File: src/rtl/mem_port_arbiter_pkg.sv
// Shared types for the unified-memory port arbiter: bus widths, FSM and owner
// encodings, and the fixed-priority-with-starvation-override grant function.
package mem_port_arbiter_pkg;

   localparam int ADDR_LEN  = 32;
   localparam int DATA_LEN  = 32;
   localparam int INSTR_LEN = 32;

   typedef enum logic [1:0] {
      ARB_IDLE  = 2'd0,
      ARB_ISSUE = 2'd1,
      ARB_WAIT  = 2'd2,
      ARB_DONE  = 2'd3
   } arb_state_t;

   typedef enum logic {
      ARB_OWN_IF = 1'b0,
      ARB_OWN_DM = 1'b1
   } arb_owner_t;

   typedef struct packed {
      logic       valid;
      arb_owner_t owner;
   } arb_grant_t;

   // Data stage normally wins because it carries the older instruction; a
   // starved fetch overrides that once the data streak has saturated.
   function automatic arb_grant_t arbitrate(input logic if_cand,
                                            input logic dm_cand,
                                            input logic starved);
      arb_grant_t g;
      g.valid = if_cand | dm_cand;
      g.owner = (dm_cand && !(starved && if_cand)) ? ARB_OWN_DM : ARB_OWN_IF;
      return g;
   endfunction

endpackage

File: src/rtl/mem_port_arbiter_lat_counter.sv
// Loadable down-counter timing the fixed memory latency; saturates at zero.
module arb_lat_counter #(
   parameter int MEM_LAT = 2
) (
   input  logic clk,
   input  logic rst,
   input  logic load,
   input  logic dec,
   output logic zero,
   output logic last
);

   localparam int CW = $clog2(MEM_LAT + 1);
   localparam logic [CW-1:0] LOAD_VAL = CW'(MEM_LAT - 1);

   logic [CW-1:0] count;

   always_ff @(posedge clk or posedge rst) begin
      if (rst) begin
         count <= '0;
      end else if (load) begin
         count <= LOAD_VAL;
      end else if (dec && (count != '0)) begin
         count <= count - CW'(1);
      end
   end

   assign zero = (count == '0);
   // last: the decrement happening this cycle brings the count to zero
   assign last = (count == CW'(1));

endmodule

File: src/rtl/mem_port_arbiter.sv
// Single-port memory arbiter between instruction fetch and data memory stages:
// one access in flight, fixed latency, one-cycle acks, flushable fetches.
module mem_port_arbiter
   import mem_port_arbiter_pkg::*;
#(
   parameter int MEM_LAT    = 2,
   parameter int STARVE_MAX = 4
) (
   input  logic                 clk,
   input  logic                 rst,
   input  logic                 if_req,
   input  logic [ADDR_LEN-1:0]  if_addr,
   input  logic                 if_flush,
   output logic                 if_ack,
   output logic [INSTR_LEN-1:0] if_rdata,
   input  logic                 dm_req,
   input  logic                 dm_we,
   input  logic [ADDR_LEN-1:0]  dm_addr,
   input  logic [DATA_LEN-1:0]  dm_wdata,
   output logic                 dm_ack,
   output logic [DATA_LEN-1:0]  dm_rdata,
   output logic                 stall_if,
   output logic                 stall_mem,
   output logic                 mem_en,
   output logic                 mem_we,
   output logic [ADDR_LEN-1:0]  mem_addr,
   output logic [DATA_LEN-1:0]  mem_wdata,
   input  logic [DATA_LEN-1:0]  mem_rdata
);

   localparam int SW = $clog2(STARVE_MAX + 1);

   arb_state_t    state;
   arb_owner_t    owner;
   logic [SW-1:0] streak;
   logic          flushed;

   logic       in_done;
   logic       arb_open;
   logic       if_cand;
   logic       dm_cand;
   logic       starved;
   logic       flush_hit;
   arb_grant_t grant;
   logic       lat_load;
   logic       lat_dec;
   logic       lat_zero;
   logic       lat_last;

   assign in_done  = (state == ARB_DONE);
   assign arb_open = (state == ARB_IDLE) || in_done;

   // In DONE the finishing requester still holds req this cycle, so it is
   // masked to avoid re-granting the access that is just completing.
   assign if_cand  = if_req & ~if_flush & ~(in_done & (owner == ARB_OWN_IF));
   assign dm_cand  = dm_req & ~(in_done & (owner == ARB_OWN_DM));
   assign starved  = (streak == SW'(STARVE_MAX));
   assign grant    = arbitrate(if_cand, dm_cand, starved);

   assign flush_hit = if_flush & (owner == ARB_OWN_IF);

   assign lat_load = (state == ARB_ISSUE);
   assign lat_dec  = (state == ARB_WAIT);

   arb_lat_counter #(
      .MEM_LAT (MEM_LAT)
   ) u_lat (
      .clk  (clk),
      .rst  (rst),
      .load (lat_load),
      .dec  (lat_dec),
      .zero (lat_zero),
      .last (lat_last)
   );

   always_ff @(posedge clk or posedge rst) begin
      if (rst) begin
         state     <= ARB_IDLE;
         owner     <= ARB_OWN_DM;
         flushed   <= 1'b0;
         mem_en    <= 1'b0;
         mem_we    <= 1'b0;
         mem_addr  <= '0;
         mem_wdata <= '0;
      end else begin
         mem_en <= 1'b0;
         case (state)
            ARB_IDLE, ARB_DONE: begin
               if (grant.valid) begin
                  state   <= ARB_ISSUE;
                  owner   <= grant.owner;
                  flushed <= 1'b0;
                  mem_en  <= 1'b1;
                  if (grant.owner == ARB_OWN_DM) begin
                     mem_we    <= dm_we;
                     mem_addr  <= dm_addr;
                     mem_wdata <= dm_wdata;
                  end else begin
                     mem_we    <= 1'b0;
                     mem_addr  <= if_addr;
                     mem_wdata <= '0;
                  end
               end else begin
                  state <= ARB_IDLE;
               end
            end
            ARB_ISSUE: begin
               state <= (MEM_LAT == 1) ? ARB_DONE : ARB_WAIT;
               if (flush_hit) flushed <= 1'b1;
            end
            ARB_WAIT: begin
               if (lat_last || lat_zero) state <= ARB_DONE;
               if (flush_hit) flushed <= 1'b1;
            end
            default: state <= ARB_IDLE;
         endcase
      end
   end

   // Counts data grants that bypassed a waiting fetch; any idle-fetch cycle resets it.
   always_ff @(posedge clk or posedge rst) begin
      if (rst) begin
         streak <= '0;
      end else if (!if_req) begin
         streak <= '0;
      end else if (arb_open && grant.valid) begin
         if (grant.owner == ARB_OWN_IF) begin
            streak <= '0;
         end else if (!starved) begin
            streak <= streak + SW'(1);
         end
      end
   end

   assign if_ack    = in_done & (owner == ARB_OWN_IF) & ~flushed & ~if_flush;
   assign dm_ack    = in_done & (owner == ARB_OWN_DM);
   assign if_rdata  = if_ack ? mem_rdata[INSTR_LEN-1:0] : '0;
   assign dm_rdata  = dm_ack ? mem_rdata : '0;
   assign stall_if  = if_req & ~if_ack;
   assign stall_mem = dm_req & ~dm_ack;

endmodule
File: config.mk
export PLATFORM = sky130hd
export DESIGN_NAME = mem_port_arbiter
export DESIGN_NICKNAME = d
export VERILOG_FILES = /design/src/rtl/mem_port_arbiter_pkg.sv /design/src/rtl/mem_port_arbiter_lat_counter.sv /design/src/rtl/mem_port_arbiter.sv
export SDC_FILE = /design/constraint.sdc
export NUM_CORES = 1
export LEC_CHECK = 0
export ABC_AREA = 1
export ABC_CLOCK_PERIOD_IN_PS = 2500
export CORE_MARGIN = 2
export CORE_UTILIZATION = 33
export CTS_CLUSTER_SIZE = 28
export DETAILED_ROUTE_END_ITERATION = 16
export PLACE_DENSITY_LB_ADDON = 0.25
export SLEW_MARGIN = 20
export SYNTH_ARGS = -nofsm -noshare
export SYNTH_HDL_FRONTEND = slang
export SYNTH_SLANG_ARGS = --single-unit
File: constraint.sdc
create_clock -name clk -period 2.5 [get_ports clk]
set_input_delay 0.625 -clock clk [delete_from_list [all_inputs] [get_ports clk]]
set_output_delay 0.625 -clock clk [all_outputs]
set_load 0.005 [all_outputs]
==> Word level (Yosys, flattened, before mapping) <==
Cells that the tools add are included.
{ "op_classes": {"add_sub_neg": 2, "eq_ne": 10, "muxes": 20, "bitwise_logic": 16, "reduce_logical": 16} }
{ "op_table": {"columns": ["cell", "count"], "rows": [
  ["$mux W32", 4],
  ["$mux W3", 4],
  ["$and A1 B1 Y1", 9],
  ["$mux W1", 7],
  ["$mux W2", 3],
  ["$not A1 Y1", 6],
  ["$pmux W2 S3", 1],
  ["$reduce_and A2 Y1", 3],
  ["$eq A2 B1 Y1 const B", 2],
  ["$eq A2 B2 Y1 const B", 2],
  ["$logic_and A1 B1 Y1", 4],
  ["$logic_not A2 Y1", 2],
  ["$ne A2 B1 Y1 const B", 2],
  ["$ne A2 B2 Y1 const B", 2],
  ["$reduce_bool A2 Y1", 2],
  ["$reduce_or A2 Y1", 2],
  ["$add A3 B1 Y3 const B", 1],
  ["$eq A3 B3 Y1 const B", 1],
  ["$ne A3 B3 Y1 const B", 1],
  ["$logic_or A1 B1 Y1", 2],
  ["$pmux W1 S2", 1],
  ["$sub A2 B1 Y2 const B", 1],
  ["$logic_not A1 Y1", 1],
  ["$or A1 B1 Y1", 1]
]} }
{ "word_totals": {"register_bits": 75, "input_bits": 134} }

==> Logic depth before layout (Yosys ltp) <==
Gate-level depths: netlist (run 1).
{ "depth": {"depth_word": 11, "mapped_depth": 11, "ltp_nobuf": 9} }

==> Modules after synthesis <==
From an unflattened synthesis (run 1), not the netlist that was laid out.
{ "hier_totals": {"cells_unflattened": 571, "hier_area_um2": 4007.6} }
{ "modules_own_cells": {"columns": ["module", "instances", "cells_per_inst", "area_each_um2", "seq_area_each_um2"], "rows": [
  ["mem_port_arbiter", 1, 552, 3871.2, 1828.0],
  ["arb_lat_counter", 1, 19, 136.4, 50.0]
]} }

==> Worst setup path after synthesis (run 1) <==
No wires, ideal clock.
{ "synth_path": {"path_type": "in2out", "from": "input port if_flush", "to": "output port if_rdata[10]", "arrival_ns": 1.258, "required_ns": 1.875, "setup_slack_ns": 0.617, "stages": 4, "path_cell_list": "nor3_2 -> inv_2 -> clkbuf_1 -> nor2_1"} }
{ "synth_between": {"elab_chain_cells": 3} }
{ "synth_rtl": {"columns": ["element", "line_no", "text"], "rows": [
  ["start: declaration", "mem_port_arbiter.sv:13", "input logic if_flush,"],
  ["$not A1 Y1", "mem_port_arbiter.sv:135", "assign if_ack = in_done & (owner == ARB_OWN_IF) & ~flushed & ~if_flush;"],
  ["$and A1 B1 Y1", "mem_port_arbiter.sv:135", null],
  ["$mux W32", "mem_port_arbiter.sv:137", "assign if_rdata = if_ack ? mem_rdata[INSTR_LEN-1:0] : '0;"],
  ["end: declaration", "mem_port_arbiter.sv:15", "output logic [INSTR_LEN-1:0] if_rdata,"]
]} }
Every way passes these cells.

==> Final worst setup path (run 1) <==
{ "layout_path": {"from": "register state[0]", "to": "output port dm_ack"} }
{ "layout_between": {"elab_chain_cells": 2} }
{ "layout_rtl": {"columns": ["element", "line_no", "text"], "rows": [
  ["start: declaration", "mem_port_arbiter.sv:33", "arb_state_t state;"],
  ["start signal: assignment", "mem_port_arbiter.sv:108", "state <= (MEM_LAT == 1) ? ARB_DONE : ARB_WAIT;"],
  ["$eq A2 B2 Y1", "mem_port_arbiter.sv:50", "assign in_done = (state == ARB_DONE);"],
  ["$and A1 B1 Y1", "mem_port_arbiter.sv:136", "assign dm_ack = in_done & (owner == ARB_OWN_DM);"],
  ["end: declaration", "mem_port_arbiter.sv:20", "output logic dm_ack,"]
]} }
Every way passes these cells.

==> metrics.txt, run 1 <==
outcome=completed; std cell rows=40; CTS tree=built; drt initial violations=212; post-DP HPWL=9680 microns; worst skew pair latency=330 ps; max-cap viol count=0; IO Count=268; max frequency=411 MHz; core area=11900 sq um; post-synth net total=706; worst-case vdd ir drop=410 uV; Final min period=2430 ps; Mapped Area=3980 sq um; via count=4510; Post-Place Setup Slack=-280 ps; vias in the first global route=4224; WL final=13400 microns; placed cells=962; Sw Ratio=0.376; gp weighted congestion=0.783; Placed Area=6810 sq um; DRC viols=0; largest net degree at the start of global routing=76; Inserted Clock Buffers=9; fin crit share=0.973; Clock Pin Slew Worst Setup and Hold Paths=60 ps; post-route setup slack=67.1 ps; Yosys cell types=23; clock share of power=0.167; switching power=2.65 mW; clock skew=5.01 ps; PwrDens=968 nW/um^2; crit start category=register; Initial Util=0.334; synth warn=0; Initial DRT Pass Iterations=4; most frequent cells in the layout=clkdlybuf4s50_1, nand2_1, nor2_1, inv_1, dfrtp_1; Die Footprint=13000 sq um; Reg area=1880 sq um; mean number of vias per cell=4.56; leakage dissipation=4.29 nW; Final Non-Filler Cells=990; antenna diode instance count=0; Rel. slew slack=0.696; CTS Hold Buffers Added=0; first-pass GRT wire length=20300 microns; remaining global-route overflow=0; Internal Power=4.41 mW; Final #Nets=979; die width=114 microns; gr usage total=0.195; Hold WS=476 ps; CTS max path bufs=2; multi-input logic area=1640 sq um; Worst Setup End Kind=primary output; die height=114 microns; Yosys reg bits=75; Sum Neg Setup Slack=0 ps; Synth-to-Final Area Change=83.3%; Flop pwr share=0.302; wire per inst=13.5 microns; worst hold path class=register to register; Syn Area/Cell=7.05 sq um; crit path max fanout=8; H-tree depth=3; Syn Inst Count=565; initial antenna violation count=0; Fill cells=1039; fin. max-slew vios=0; Root Driver=clkbuf_16; Num Clock Sinks=75; post-layout util=0.613; worst endpoint required time=1880 ps; antenna-violating nets left=0; Crit path arrival time=1810 ps; combinational share of power=0.531; kind of critical path=register to primary output; final setup fails=0; fraction of layout cells with a size suffix above 1=0.0712; worst-margin pin slew=456 ps; I/O Buffers=267; final hold violations=0; Final Cell Area=7300 sq um; Pwr Total=7.06 mW; commonest non-fill, non-tap cell in the layout=clkdlybuf4s50_1; register area share after synthesis=0.472
==> routing by layer <==
layer / vias to the layer above / global-route usage / share of wire
met3: 27 / 0.0526 / 0.076
li1: 2232 / - / -
met4: 0 / 0.0748 / 0.021
met5: - / 0 / 0
met1: 2057 / 0.224 / 0.40
met2: 194 / 0.347 / 0.50
==> layout make-up <==
| cell class | instances | area share |
|---|---|---|
| repair buffers | 292 | 0.412 |
| flip-flops and latches | 75 | 0.257 |
| multi-input cells | 377 | 0.225 |
| inverters | 83 | 0.0434 |
| clock buffers | 11 | 0.0319 |
| well taps | 147 | 0.0252 |
| clock inverters | 5 | 0.00514 |
==> cells in the mapped netlist, drive strengths merged <==
library cell / instances / area share
inv: 82 / 0.077
clkinv: 1 / 0.0013
nor2: 104 / 0.099
buf: 22 / 0.041
nor3: 1 / 0.0025
nand3: 39 / 0.049
o21ai: 37 / 0.046
dfrtp: 74 / 0.46
nand2: 184 / 0.18
nand4: 1 / 0.0016
clkbuf: 8 / 0.0075
xnor2: 1 / 0.0022
o22ai: 1 / 0.0016
dfstp: 1 / 0.0066
ha: 7 / 0.022
a21oi: 2 / 0.0025
==> critical path, cell delays in order, from the launching register on <==
cell,delay [ps]
dfrtp_1,400
ha_4,170
buf_4,140
nand2_8,70
clkbuf_16,170
inv_1,50
clkdlybuf4s50_1,480
==> power groups by stage <==
stage	Clock, mW	Sequential, mW	Combinational, mW
after floorplan	0	2.15	1.75
after global placement	0	2.11	3.59
after detailed placement	0	2.13	3.67
after global routing	1.28	2.20	4.16
final	1.18	2.13	3.75
after CTS	1.22	2.12	3.72
==> flip-flops by register name (all words and copies together), names as in the netlist <==
| name | count |
|---|---|
| flushed | 1 |
| mem_we | 1 |
| state | 2 |
| owner | 1 |
| mem_addr | 32 |
| u_lat.count | 2 |
| mem_wdata | 32 |
| mem_en | 1 |
| streak | 3 |
==> timing repair <==
action	CTS	global route
buffers inserted	6	3
resized for setup	37	53
cloned	1	2
setup endpoints to repair	34	55
pin swaps	1	0
==> final timing paths <==
kind                                           startpoint                   endpoint  slack (ps)  depth (start not counted)
min in group asynchronous                             rst  mem_wdata[30]$_DFFE_PP0P_         770                          3
worst max register to register       state[0]$_DFFE_PP0P_   mem_addr[22]$_DFFE_PP0P_         590                          8
worst min register to register  mem_wdata[21]$_DFFE_PP0P_  mem_wdata[21]$_DFFE_PP0P_         480                          2
worst max-delay path                 state[0]$_DFFE_PP0P_                     dm_ack          70                          6
worst min-delay path            mem_wdata[21]$_DFFE_PP0P_  mem_wdata[21]$_DFFE_PP0P_         480                          2
max in group asynchronous                             rst          owner$_DFFE_PP1P_        1380                          3
==> logic make-up after synthesis <==
kind of cell	synth area share
flip-flops	0.472
XOR/XNOR	0.00220
buffers and inverters	0.127
AO/OA/AOI/OAI	0.0506
adder cells (fa/ha/maj)	0.0220
AND/OR/NAND/NOR	0.327
Power figures use the tool's default switching activity.
==> run 2: changes to the inputs <==
- CORE_ASPECT_RATIO: not set -> 1.2
- CTS_CLUSTER_DIAMETER: not set -> 60
==> metrics.txt, run 2 (synthesis results as in run 1) <==
outcome=completed; fraction of layout cells with a size suffix above 1=0.0855; Initial Util=0.341; Rel. slew slack=0.667; post-route setup slack=62.7 ps; Worst Setup End Kind=primary output; Final Non-Filler Cells=1000; mean number of vias per cell=4.56; CTS tree=built; Post-Place Setup Slack=-285 ps; first-pass GRT wire length=22700 microns; kind of critical path=register to primary output; Inserted Clock Buffers=9; worst endpoint required time=1880 ps; core area=11700 sq um; die width=104 microns; fin crit share=0.975; max frequency=410 MHz; CP Cell Sequence=ha_4 -> nand2_8 -> buf_12 -> nor2_1 -> clkdlybuf4s50_1; die height=124 microns; DRC viols=0; commonest non-fill, non-tap cell in the layout=clkdlybuf4s50_1; final hold violations=0; crit start category=register; biggest regs=mem_addr x32, mem_wdata x32, streak x3; hold path start=mem_wdata[10]$_DFFE_PP0P_; CP peak stage delay=530 ps; worst hold path class=register to register; PwrDens=1000 nW/um^2; fin. max-slew vios=0; Buf/Inv on CP=2; Initial DRT Pass Iterations=4; wire per inst=14.4 microns; Die Footprint=13000 sq um; post-DP HPWL=11100 microns; Final #Nets=978; IO Count=268; via count=4559; most frequent cells in the layout=clkdlybuf4s50_1, nand2_1, nor2_1, inv_1, dfrtp_1; worst skew pair latency=340 ps; worst-margin pin slew=499 ps; leakage dissipation=3.63 nW; vias in the first global route=4615; CTS max path bufs=2; Final min period=2440 ps; CTS Hold Buffers Added=0; placed cells=973; CP delay by family, top=buffers and inverters; clock skew=6.71 ps; Crit path arrival time=1810 ps; largest net degree at the start of global routing=65; worst-case vdd ir drop=568 uV; Root Driver=clkbuf_16; I/O Buffers=267; reg2reg start=state[0]$_DFFE_PP0P_; WL final=14400 microns; slowest cell on the critical path=clkdlybuf4s50_1; H-tree depth=3; Critical Path Source=state[0]$_DFFE_PP0P_; remaining global-route overflow=0; Synth-to-Final Area Change=79.2%; initial antenna violation count=2; drt initial violations=160; final setup fails=0; gr usage total=0.221; std cell rows=43; Num Clock Sinks=75; Clock Pin Slew Worst Setup and Hold Paths=60 ps; max-cap viol count=0; gp weighted congestion=0.886; crit path max fanout=19; antenna-violating nets left=0
[run 2: worst reg2reg max path, stage by stage, from the launching register on]
cell	delay, ps
dfrtp_1	420
buf_4	160
buf_4	130
inv_1	50
ha_1	240
nand2_2	140
clkinv_2	390
nand2_1	230
o21ai_1	70
[run 2: report_power, final]
group	total (mW)	leakage [nW]	switching, mW	internal [mW]
Combinational	3.77	2.56	1.86	1.91
Sequential	2.15	0.931	0.339	1.81
Clock	1.22	0.132	0.520	0.703
[run 2: final timing paths]
| kind | to | slack, ps | depth (start not counted) |
|---|---|---|---|
| max reg2reg | mem_addr[0]$_DFFE_PP0P_ | 560 | 8 |
| max | dm_rdata[2] | 60 | 5 |
| min reg2reg | mem_wdata[10]$_DFFE_PP0P_ | 480 | 2 |
| min in group asynchronous | mem_wdata[6]$_DFFE_PP0P_ | 810 | 3 |
| max in group asynchronous | owner$_DFFE_PP1P_ | 1310 | 3 |
| min | mem_wdata[10]$_DFFE_PP0P_ | 480 | 2 |
[run 2: cell type report]
cell class	instances	area, sq um
fill	1077	4540
antenna	1	2.50
timing repair buffer	291	2820
clock inverter	5	37.5
clock buffer	11	243
tap	157	196
sequential	75	1880
multi-input combinational	377	1640
inverter	83	317
[run 2: timing repair]
action                     in CTS  in global routing
resized for setup              45                 52
pin swaps                       2                  1
cloned                          1                  0
setup endpoints to repair      59                 42
setup buffers                   4                  5
hold endpoints to repair        0                  0
[run 2: routing by layer]
layer / up-vias / global-route usage / wire, microns
met3: 31 / 0.0790 / 1620
li1: 2228 / - / -
met2: 226 / 0.401 / 7040
met5: - / 0 / 13
met4: 2 / 0.0914 / 414
met1: 2072 / 0.229 / 5360
[run 2: stage by stage]
step / setup TNS (ps) / instance area [sq um] / power (mW) / hold WS, ps / utilization
2_1_floorplan: 0 / 3990 / 3.91 / 462 / -
3_3_place_gp: -7140 / 6810 / 5.73 / 461 / 0.583
3_5_place_dp: -8690 / 6810 / 5.86 / 465 / 0.583
4_1_cts: 0 / 7130 / 7.19 / 482 / 0.611
5_1_grt: -169 / 7130 / 7.70 / 503 / 0.611
6_report: 0 / 7140 / 7.15 / 479 / 0.611
==> run 3: changes to the inputs <==
- CAP_MARGIN: not set -> 15
==> results of run 3 <==
Same layout as run 2: the final DEF is identical, and so are final timing and power.
